==> config.mk <==
export PLATFORM = sky130hd
export DESIGN_NAME = key_pulse_conditioner
export DESIGN_NICKNAME = d
export VERILOG_FILES = /design/src/rtl/key_pulse_conditioner.sv
export SDC_FILE = /design/constraint.sdc
export NUM_CORES = 1
export LEC_CHECK = 0
export ABC_AREA = 1
export ABC_CLOCK_PERIOD_IN_PS = 2120
export CAP_MARGIN = 20
export CORE_MARGIN = 1
export CORE_UTILIZATION = 55
export CTS_BUF_LIST = sky130_fd_sc_hd__clkbuf_8
export DETAILED_ROUTE_END_ITERATION = 6
export PLACE_DENSITY = 0.73
export SLEW_MARGIN = 5
export SYNTH_ARGS = -nofsm -noshare
export SYNTH_HDL_FRONTEND = slang
export SYNTH_SLANG_ARGS = --single-unit
==> constraint.sdc <==
create_clock -name clk -period 2.12 [get_ports clk]
set_input_delay 0.53 -clock clk [delete_from_list [all_inputs] [get_ports clk]]
set_output_delay 0.53 -clock clk [all_outputs]
set_load 0.005 [all_outputs]
==> src/rtl/key_pulse_conditioner.sv <==
`default_nettype none
// +----------------------------------------------------------------------------+
// | key_pulse_conditioner                                                      |
// | Debounces active-low pushbuttons into held levels and one-cycle strobes,   |
// | with optional hold-to-repeat.                                              |
// | Rev 1.0 - initial release                                                  |
// +----------------------------------------------------------------------------+
module key_pulse_conditioner #(
  parameter int N_KEYS          = 2,
  parameter int DEBOUNCE_CYCLES = 50000,
  parameter int REPEAT_DELAY    = 0,
  parameter int REPEAT_PERIOD   = 12500000
) (
  input  logic              clk,
  input  logic              reset,
  input  logic [N_KEYS-1:0] key_n,
  output logic [N_KEYS-1:0] pressed,
  output logic [N_KEYS-1:0] pulse
);

  localparam int CW = $clog2(DEBOUNCE_CYCLES);
  localparam int RW = $clog2(REPEAT_DELAY + REPEAT_PERIOD + 1);
  localparam bit REPEAT_EN = (REPEAT_DELAY != 0);
  localparam logic [CW-1:0] CNT_LAST  = CW'(DEBOUNCE_CYCLES - 1);
  localparam logic [RW-1:0] RPT_FIRST = RW'(REPEAT_DELAY);
  localparam logic [RW-1:0] RPT_WRAP  = RW'(REPEAT_DELAY + REPEAT_PERIOD);

  typedef enum logic [1:0] {
    ST_IDLE         = 2'd0,
    ST_PRESS_WAIT   = 2'd1,
    ST_HELD         = 2'd2,
    ST_RELEASE_WAIT = 2'd3
  } state_t;

  for (genvar i = 0; i < N_KEYS; i++) begin : g_ch
    logic          r_sync1;
    logic          r_sync2;
    state_t        r_state;
    logic [CW-1:0] r_cnt;
    logic [RW-1:0] r_rcnt;
    logic          r_pressed;
    logic          r_pulse;
    logic [RW-1:0] w_rnext;

    assign w_rnext    = r_rcnt + 1'b1;
    assign pressed[i] = r_pressed;
    assign pulse[i]   = r_pulse;

    always_ff @(posedge clk) begin
      if (!reset) begin
        r_sync1   <= 1'b0;
        r_sync2   <= 1'b0;
        r_state   <= ST_IDLE;
        r_cnt     <= '0;
        r_rcnt    <= '0;
        r_pressed <= 1'b0;
        r_pulse   <= 1'b0;
      end else begin
        r_sync1 <= ~key_n[i];
        r_sync2 <= r_sync1;
        r_pulse <= 1'b0;
        case (r_state)
          ST_IDLE: begin
            if (r_sync2) begin
              r_state <= ST_PRESS_WAIT;
              r_cnt   <= CW'(1);
            end
          end
          ST_PRESS_WAIT: begin
            if (!r_sync2) begin
              r_state <= ST_IDLE;
            end else if (r_cnt == CNT_LAST) begin
              r_state   <= ST_HELD;
              r_pressed <= 1'b1;
              r_pulse   <= 1'b1;
              r_rcnt    <= '0;
            end else begin
              r_cnt <= r_cnt + 1'b1;
            end
          end
          ST_HELD: begin
            if (!r_sync2) begin
              r_state <= ST_RELEASE_WAIT;
              r_cnt   <= CW'(1);
            end else if (REPEAT_EN) begin
              // After the first repeat the counter folds back to the delay
              // value, so later repeats land every REPEAT_PERIOD cycles.
              if (w_rnext == RPT_WRAP) begin
                r_rcnt  <= RPT_FIRST;
                r_pulse <= 1'b1;
              end else begin
                r_rcnt  <= w_rnext;
                r_pulse <= (w_rnext == RPT_FIRST);
              end
            end
          end
          ST_RELEASE_WAIT: begin
            if (r_sync2) begin
              r_state <= ST_HELD;
            end else if (r_cnt == CNT_LAST) begin
              r_state   <= ST_IDLE;
              r_pressed <= 1'b0;
            end else begin
              r_cnt <= r_cnt + 1'b1;
            end
          end
          default: r_state <= ST_IDLE;
        endcase
      end
    end
  end

endmodule
`default_nettype wire

==> results.md, run 1 <==
- Worst-Skew Late Latency: approximately 0.30 ns
- First-pass iteration count of the detailed router: 6
- Ports: 8
- Cells along the critical path: ha_1, nand2_1, nor2_2, nand3_4, nand2_4, nor2_1, nor2_1, nor2_1
- Global-route wire length before repair: 9000 um
- Met3 usage: 0.0349
- Die area: 4850 um2
- Largest net degree at the start of global routing: 21
- GRT overflow: 0
- Mapped Cells: 387
- Worst path arrival time: 1.96 ns
- Combinational Power Share: 0.045
- Pwr dens: ~540 nW/um2
- Vias per inst: 5.01
- Top cell by count, worst path: nor2_1
- Max Fclk: ~570 MHz
- Syn_area_per_cell: 6.50 um2
- Routed len/inst: 11.0 um
- Relative slew margins: 0.725
- Layout area overhead: 7.26%
- Seq/Total Area, Yosys: 0.350
- Clk network pwr share: 0.378
- Num rows: 24
- TritonCTS sink count: 44
- Total global-route track usage: 0.223
- Crit path time final: 1.77 ns
- Vias in the first global route: 2121
- Failing checks: DRC
- Clk buf depth: 2
- Net Sw Frac: 0.232
- Clock Skew: between 0.007 and 0.008 ns
- Initial Utilization: 0.574
- Resize count post-CTS: 0
- Final GP Congestion: 0.922
- Chip width: 69.6 um
- Detailed Route WL: 4930 um
- Worst vdd ir: 467 uV
- Post-synthesis register bit count: 44
- Startpoint types: register
- Synth area leader: dfxtp_1
- Tightest Pin Transition: 0.412 ns
- Core box area: about 4400 um2
- Ant diodes: 0
- Initial DRC count: 106
- Met2 usage: 0.401
- Final Slew Violations: 0
- P_leak: 1.07 nW
- Post-synthesis cell type count: 33
- Reg clk slew, reported paths: 0.08 ns
- Met1 Use GR: 0.273
- Worst path required time: 2.31 ns
- Kind of end point of the critical path: register
- CP top delay family: simple AND/OR/NAND/NOR gates
- Flop pwr share: 0.577
- Via count: ~2200
- CTS Hold Bufs: 0
- TNS Setup: 0 ns
- Top cell type's share of synthesized area: 0.350
- Worst path bufs/invs: 0
- Max-cap violations: 0
- Design Power: 0.00145 W
- Status: finished, violations left
- Num CTS Buffers: 5
- Hold Path Class: reg2reg
- Routed Antenna Nets: 0
- CP max FO: 15
- Residual DRC: 1
- GR peak layer: met2
- H-tree levels: 2
- CP max stage delay: approximately 0.39 ns
- Int Power: 0.00111 W
- Ys Warns: 0
- Psw: between 0.0003 and 0.0004 W
- Fin crit share: 0.833
- Final Hold Viols: 0
- Mapped Nets: 393
- Crit path kind: reg2reg
- Endpoints failing setup: 0
- Root buffer cell: clkbuf_8
- Cell Area, Synth: 2520 um2
- Chip height: around 70 um
- Placed wire-length estimate: 3750 um
- CTS tree: done
- Critical path's slowest cell: dfxtp_1
- Share of cells above drive strength 1: 0.0833
- Top cells by area, synth: dfxtp_1 (35%), nand2_1 (15%), nor2_1 (10%), inv_1 (7.9%), nand3_1 (6.4%)
- Fin nets: between 400 and 500
- RSZ-0062 raised after global routing: false
- PortBufs: 7
- Setup Buffers After CTS: 0
- Initial antenna violation count: 0
## registers in the layout, summed over array words and instances (netlist names), named ones only
name            count
g_ch.r_cnt         32
g_ch.r_pressed      2
g_ch.r_pulse        2
g_ch.r_state        2
g_ch.r_sync1        2
g_ch.r_sync2        2
## path summary, 6_finish.rpt
kind | from | cells past startpoint | slack (ns) | end
hold reg to reg | g_ch[0].r_sync1 | 2 | 0.42 | g_ch[0].r_sync2
setup / recovery | g_ch[1].r_cnt[0] | 8 | 0.35 | g_ch[1].r_cnt[13]
hold / removal | g_ch[0].r_sync1 | 2 | 0.42 | g_ch[0].r_sync2
setup reg to reg | g_ch[1].r_cnt[0] | 8 | 0.35 | g_ch[1].r_cnt[13]
## power groups by stage
stage | combinational (W) | clock [W] | sequential (W)
6_report | 0.0000648 | 0.000549 | 0.000838
3_3_place_gp | 0.0000646 | 0 | 0.000858
4_1_cts | 0.0000651 | 0.000566 | 0.000838
5_1_grt | 0.0000728 | 0.000591 | 0.000839
2_1_floorplan | 0.0000471 | 0 | 0.000857
3_5_place_dp | 0.0000650 | 0 | 0.000857
## worst min-delay path, cell delays in order, from the launching register on
cell and delay, ns:
dfxtp_1 0.30, nand2_1 0.05, inv_1 0.03
## layer usage
metal	up-vias	part of all wire
met4	0	0.012
met5	-	0
li1	1218	-
met2	22	0.50
met3	9	0.018
met1	994	0.47
## synthesized netlist by cell type
library cell  number
nand4_1           11
buf_12             1
dfxtp_1           44
clkbuf_1           2
buf_4              6
o21bai_2           1
a21oi_2            6
nor3b_1            1
inv_2              1
nand2_4            1
nor2_2             3
nand3b_1           1
a31oi_1            1
xnor2_1            2
nor2_1            69
xor2_1             6
nor2_4             1
nand2_1          101
nor3_4             1
o21ai_1            6
clkinv_1           2
nand2_2            3
inv_1             53
o21bai_1           3
buf_6              1
buf_2              3
ha_1               2
nand3_4            1
xor2_4             1
nor3_1             7
o21ai_0            4
nand3_1           32
a21oi_1           10
## stage by stage
stage | area [um2] | hold slack, ns | setup slack [ns] | cells | util
after floorplan | 2520 | 0.390 | 0.659 | 387 | -
after global placement | 2610 | 0.398 | 0.350 | 440 | 0.594
after detailed placement | 2610 | 0.403 | 0.316 | 440 | 0.594
after CTS | 2700 | 0.422 | 0.361 | 448 | 0.616
after global routing | 2700 | 0.444 | 0.191 | 448 | 0.616
final | 2700 | 0.421 | 0.353 | 448 | 0.616
## placed cells by master, fill, tap and decap left out, types with 2 or more instances in the layout
| cell type | n |
|---|---|
| a21oi_1 | 10 |
| a21oi_2 | 6 |
| buf_4 | 7 |
| clkbuf_8 | 6 |
| clkdlybuf4s50_1 | 7 |
| clkinv_1 | 2 |
| dfxtp_1 | 44 |
| ha_1 | 2 |
| inv_1 | 54 |
| nand2_1 | 101 |
| nand2_2 | 3 |
| nand3_1 | 32 |
| nand4_1 | 11 |
| nor2_1 | 69 |
| nor2_2 | 3 |
| nor3_1 | 7 |
| o21ai_0 | 4 |
| o21ai_1 | 6 |
| o21bai_1 | 3 |
| xnor2_1 | 2 |
| xor2_1 | 6 |
## cells by family (layout without fill, tap and decap cells)
group / after synthesis / after routing / synth area share
compound gates: 31 / 31 / 0.0766
xor+xnor: 9 / 9 / 0.0388
simple gates: 232 / 232 / 0.402
flops: 44 / 44 / 0.350
buf+inv: 69 / 78 / 0.123
fa+ha+maj: 2 / 2 / 0.00994
## layout make-up
class,count,area [um2]
fillers,431,1690
repair buffers,14,123
inverters,56,210
clock inverters,2,11.3
clock buffers,6,82.6
flip-flops and latches,44,881
multi-input cells,274,1330
well taps,52,65.1
(Power assumes the default switching activity.)
==> run 2: changes to the inputs <==
- ABC_CLOCK_PERIOD_IN_PS: 2120 -> 1750
- clock period: 2.12 -> 1.75 ns (I/O delays scaled with it)
==> run 2 against run 1 <==
Net effect: the run now ends clean; sequential cell count did not move; cell area rose by 3.2%; worst setup slack got worse by 0.19 ns; first-iteration DRC count fell by 27%; critical path type is now reg2out; sequential power rose by 21%; critical endpoint is now pressed[0]; highest routed layer unchanged; worst hold slack got worse by 0.010 ns; largest power group unchanged.
==> results.md, run 2 (synthesis results as in run 1) <==
- Startpoint types: register
- H-tree levels: 2 (unchanged)
- P_leak: 1.11 nW (+3.8%)
- Worst path bufs/invs: 1 (+1)
- R2R cell count: 8 (unchanged)
- Ports: 8 (unchanged)
- PortBufs: 7 (unchanged)
- Worst vdd ir: 451 uV (-3.5%)
- Final setup margin: 0.166 ns (-0.187 ns)
- Clock Skew: 0.0110 ns (+0.00299 ns)
- Setup Buffers After CTS: 0 (unchanged)
- Final Hold Viols: 0 (unchanged)
- Die area: 4850 um2 (unchanged)
- Num CTS Buffers: 5 (unchanged)
- Relative slew margins: 0.778 (+0.0532)
- Placed insts: 449 (+2.0%)
- Residual DRC: 0 (-1)
- CTS tree: done
- Worst R2R End: g_ch[1].r_cnt[7]
- Fillers: 423 (-1.9%)
- Final GP Congestion: 0.957 (+3.7%)
- Via count: 2318 (+3.3%)
- GRT overflow: 0 (unchanged)
- Kind of end point of the critical path: output pin
- Commonest non-fill, non-tap cells in the layout: nand2_1 (101), nor2_1 (68), inv_1 (53)
- Crit path time final: 1.58 ns
- Share of cells above drive strength 1: 0.111 (+0.0278)
- Total global-route track usage: 0.228 (+0.00495)
- CP max stage delay: 0.50 ns (+0.11 ns)
- Worst reg-to-reg setup slack: 0.17 ns (-0.19 ns)
- Clk buf depth: 2 (unchanged)
- Initial antenna violation count: 0 (unchanged)
- First-pass iteration count of the detailed router: 4 (-2)
- Multi-input gate area: 1340 um2 (+0.94%)
- Hold path cells: 2 (unchanged)
- Worst path arrival time: 1.15 ns (-0.81 ns)
- Largest register FFs: 32 (unchanged)
- Root buffer cell: clkbuf_8
- Critical path's slowest cell: clkdlybuf4s50_1
- Hold Crit Start: g_ch[0].r_sync1
- Layout area overhead: 10.6%
- Cells along the critical path: clkdlybuf4s50_1
- Largest net degree at the start of global routing: 21 (unchanged)
- Endpoints failing setup: 0 (unchanged)
- Max-cap violations: 0 (unchanged)
- Reg with most FFs: g_ch.r_cnt
- Fin crit share: 0.905
- Final Slew Violations: 0 (unchanged)
- Worst path required time: 1.31 ns (-1.00 ns)
- CP top delay family: buffers and inverters
- Num rows: 24 (unchanged)
- Max Fclk: 631 MHz
- Met2 Wirelength: 2570 um (+4.5%)
- Initial Utilization: 0.574 (unchanged)
- Pre-CTS WS: 0.113 ns (-0.202 ns)
- Status: finished clean
- Chip width: 69.6 um (unchanged)
- TNS Setup: 0 ns (unchanged)
- Crit path kind: reg2out
- Pwr dens: 636 nW/um2 (+18%)
- Ant diodes: 0 (unchanged)
- Fin util: 0.635 (+0.0194)
- Worst Hold Endpoint: g_ch[0].r_sync2
- Initial DRC count: 77 (-27%)
- Placed wire-length estimate: 4020 um (+7.2%)
- FF-to-FF Start: g_ch[1].r_cnt[9]
- Chip height: 69.6 um (unchanged)
- Final std cells w/o fill: 457 (+2.0%)
- CP max FO: 2 (-13)
- Register area: 882 um2 (+0.14%)
- Hold Path Class: reg2reg
- Global-route wire length before repair: 9020 um (+0.16%)
- Core box area: 4380 um2 (unchanged)
- Worst-Skew Late Latency: 0.30 ns (about the same)
- TritonCTS sink count: 44 (unchanged)
- Vias in the first global route: 2096 (-1.2%)
- Tightest Pin Transition: 0.332 ns (-0.0803 ns)
- Routed len/inst: 11.2 um (+1.9%)
- Reg clk slew, reported paths: 0.09 ns (about the same)
- Met1 wire length: 2390 um (+2.9%)
- Routed Antenna Nets: 0 (unchanged)
- Detailed Route WL: 5130 um (+4.0%)
- Commonest non-fill, non-tap cell in the layout: nand2_1
- Vias per inst: 5.07 (+1.3%)
- Met3 WL: 103 um (+14%)
- Top sig layer: met4
- Fin nets: 410 (+2.2%)
run 2: cell types whose count changed in the layout (fill, tap and decap cells not counted):
cell        change
inv_1           -1
buf_4           +9
dfxtp_1         -1
clkinvlp_4      +1
nor2_2          -1
dfxtp_2         +1
nor2_4          +2
nor2_1          -1
run 2: layout make-up:
class	instances	area share
flip-flops and latches	44	0.317
clock buffers	6	0.0297
repair buffers	23	0.0683
multi-input cells	274	0.481
clock inverters	2	0.00539
well taps	52	0.0234
inverters	56	0.0755
run 2: worst max-delay path by stage:
stage                            from           endpoint  slack (ns)  depth (start not counted)
floorplan            g_ch[0].r_cnt[0]  g_ch[0].r_cnt[10]        0.31                         11
global placement     g_ch[0].r_cnt[1]  g_ch[0].r_cnt[10]        0.15                         11
detailed placement              reset   g_ch[1].r_cnt[9]        0.11                          6
CTS                  g_ch[0].r_cnt[1]  g_ch[0].r_cnt[10]        0.08                         11
global route         g_ch[0].r_cnt[0]  g_ch[0].r_cnt[10]     -0.0001                         11
finish              g_ch[0].r_pressed         pressed[0]        0.17                          1
run 2: metrics by stage:
step | instance area (um2) | hold WS (ns) | total power (W)
after detailed placement | 2670 | 0.400 | 0.00113
after CTS | 2770 | 0.412 | 0.00178
after global placement | 2670 | 0.392 | 0.00113
after global routing | 2780 | 0.430 | 0.00183
final | 2780 | 0.411 | 0.00177
after floorplan | 2520 | 0.390 | 0.00110
run 2: report_power, final:
part	internal [W]	leakage (nW)	switching [W]
registers	0.00101	0.356	0.00000630
clock network	0.000320	0.0434	0.000349
logic	0.0000335	0.714	0.0000547
total	0.00136	1.11	0.000410
run 2: per-layer routing:
| metal | vias up | track usage |
|---|---|---|
| li1 | 1235 | - |
| met1 | 1050 | 0.272 |
| met2 | 26 | 0.415 |
| met3 | 7 | 0.0392 |
| met4 | 0 | 0.0689 |
| met5 | - | 0 |
run 2: timing repair:
| item | in CTS | in global routing |
|---|---|---|
| gates resized for setup | 0 | 4 |
| endpoints found under the setup margin | 0 | 9 |
| hold buffers | 0 | 0 |
==> run 3: changes to the inputs <==
- MAX_ROUTING_LAYER: unset -> met4
==> run 3 against run 2 <==
Net effect: count of clock-buffer cells in the layout unchanged; final cell count unchanged; critical path depth unchanged; first-iteration DRC count up 30%; wire length is 0.53% higher; critical path type unchanged.
==> results.md, run 3 (synthesis results as in run 1) <==
- Status: finished clean
- Commonest non-fill, non-tap cell in the layout: nand2_1
- Initial Utilization: 0.574 (unchanged)
- Share of cells above drive strength 1: 0.109 (-0.00247)
- Tightest Pin Transition: 0.327 ns (-0.00469 ns)
- Hold Crit Start: g_ch[0].r_sync1
- Final Hold Viols: 0 (unchanged)
- Clk buf depth: 2 (unchanged)
- Largest register FFs: 32 (unchanged)
- Initial antenna violation count: 0 (unchanged)
- Total global-route track usage: 0.234 (+0.00622)
- Initial DRC count: 100 (+30%)
- PortBufs: 7 (unchanged)
- Ant diodes: 0 (unchanged)
- Worst Setup SP: g_ch[1].r_pressed
- Fillers: 433 (+2.4%)
- Fin util: 0.634 (about the same)
- Layout area overhead: 10.5% (about the same)
- Final std cells w/o fill: 457 (unchanged)
- Detailed Route WL: 5160 um (+0.53%)
- Fin nets: 410 (unchanged)
- H-tree levels: 2 (unchanged)
- Routed len/inst: 11.3 um (+0.53%)
- Top sig layer: met4
- Crit path time final: 1.59 ns (+0.00592 ns)
- Global-route wire length before repair: 9090 um (+0.84%)
- Num CTS Buffers: 5 (unchanged)
- Cells along the critical path: clkdlybuf4s50_1
- Root buffer cell: clkbuf_8
- First-pass iteration count of the detailed router: 5 (+1)
- Hold Path Class: reg2reg
- Vias per inst: 5.00 (-1.3%)
- Chip height: 69.6 um (unchanged)
- Hold path cells: 2 (unchanged)
- Num rows: 24 (unchanged)
- Design Power: 0.00177 W (-0.31%)
- Max Fclk: 629 MHz (-0.37%)
- Pwr dens: 635 nW/um2 (-0.22%)
- CP max stage delay: 0.50 ns (about the same)
- Crit path kind: reg2out
- Worst Hold Endpoint: g_ch[0].r_sync2
- Kind of end point of the critical path: output pin
- P_leak: 1.12 nW (+0.71%)
- Met3 WL: 183 um (+78%)
- Met1 wire length: 2360 um (-1.4%)
- Die area: 4850 um2 (unchanged)
- Placed insts: 448 (-0.22%)
- Clock Skew: 0.00953 ns (-0.00143 ns)
- GRT overflow: 0 (unchanged)
- Worst vdd ir: 403 uV (-11%)
- Reg with most FFs: g_ch.r_cnt
- Final Slew Violations: 0 (unchanged)
- TritonCTS sink count: 44 (unchanged)
- Endpoints failing setup: 0 (unchanged)
- Commonest non-fill, non-tap cells in the layout: nand2_1 (101), nor2_1 (68), inv_1 (53)
- Residual DRC: 0 (unchanged)
- Worst path bufs/invs: 1 (unchanged)
- Vias in the first global route: 2090 (-0.29%)
- RSZ-0062 raised after global routing: false
- Critical path's slowest cell: clkdlybuf4s50_1
- Reg clk slew, reported paths: 0.09 ns (about the same)
- Placed wire-length estimate: 3970 um (-1.3%)
- Routed Antenna Nets: 0 (unchanged)
- Core box area: 4380 um2 (unchanged)
- Startpoint types: register
- Fin crit share: 0.909 (+0.00338)
- Relative slew margins: 0.781 (+0.00314)
- Via count: 2287 (-1.3%)
- R2R cell count: 8 (unchanged)
- FF-to-FF Start: g_ch[1].r_cnt[9]
- TNS Setup: 0 ns (unchanged)
- Final GP Congestion: 0.979 (+2.3%)
- Max-cap violations: 0 (unchanged)
- CP max FO: 2 (unchanged)
- Worst R2R End: g_ch[1].r_cnt[7]
- Ports: 8 (unchanged)
- Largest net degree at the start of global routing: 21 (unchanged)
- Worst reg-to-reg setup slack: 0.17 ns (about the same)
- Chip width: 69.6 um (unchanged)
- Worst path arrival time: 1.15 ns (about the same)
- CTS tree: done
- Worst-Skew Late Latency: 0.30 ns (about the same)
- Worst path required time: 1.31 ns (about the same)
- CP top delay family: buffers and inverters
- Met2 Wirelength: 2590 um (+0.58%)
==> run 3: cell count changes in the layout (fill, tap and decap cells not counted) <==
cell and change:
clkinv_2 +2, buf_4 -1, clkinvlp_4 -2, dfxtp_2 -1, buf_6 +1, dfxtp_1 +1
==> run 3: worst max path at each step <==
stage,to,slack (ns),cells past startpoint
final,pressed[1],0.16,1
after global routing,g_ch[0].r_cnt[10],0.007,11
after CTS,g_ch[0].r_cnt[10],0.09,11
after detailed placement,g_ch[0].r_cnt[10],0.11,11
after global placement,g_ch[0].r_cnt[10],0.14,11
after floorplan,g_ch[0].r_cnt[10],0.31,11
==> run 3: report_power, final <==
part           internal, W  switching (W)
Sequential         0.00101     0.00000651
Combinational    0.0000340      0.0000542
Clock             0.000315       0.000348
==> run 3: final cells by class <==
type | count | area, um2 | share of cell area
inverter | 56 | 210 | 0.0756
sequential | 44 | 881 | 0.317
clock buffer | 6 | 82.6 | 0.0297
timing repair buffer | 23 | 194 | 0.0697
tap | 52 | 65.1 | 0.0234
clock inverter | 2 | 10.0 | 0.00360
multi-input combinational | 274 | 1340 | 0.481
==> run 3: through the flow <==
step           setup slack [ns]  area (um2)  hold WS, ns
2_1_floorplan             0.305        2520        0.390
3_3_place_gp              0.145        2670        0.392
3_5_place_dp              0.106        2670        0.401
4_1_cts                  0.0859        2760        0.419
5_1_grt                 0.00666        2780        0.435
6_report                  0.160        2780        0.418
==> run 3: layer usage <==
metal  vias up  global-route usage
met2        37               0.408
met3         5              0.0567
met5         -                   -
met4         0              0.0378
met1      1011               0.280
li1       1234                   -
==> run 3: repair_timing <==
action,CTS,global route
endpoints found under the setup margin,0,12
hold buffers,0,0
gates resized for setup,0,4
setup buffers,0,1
==> run 3: tightest hold or removal path: stages, from the launching register on <==
cell	delay, ns
dfxtp_1	0.30
nand2_1	0.05
inv_1	0.03
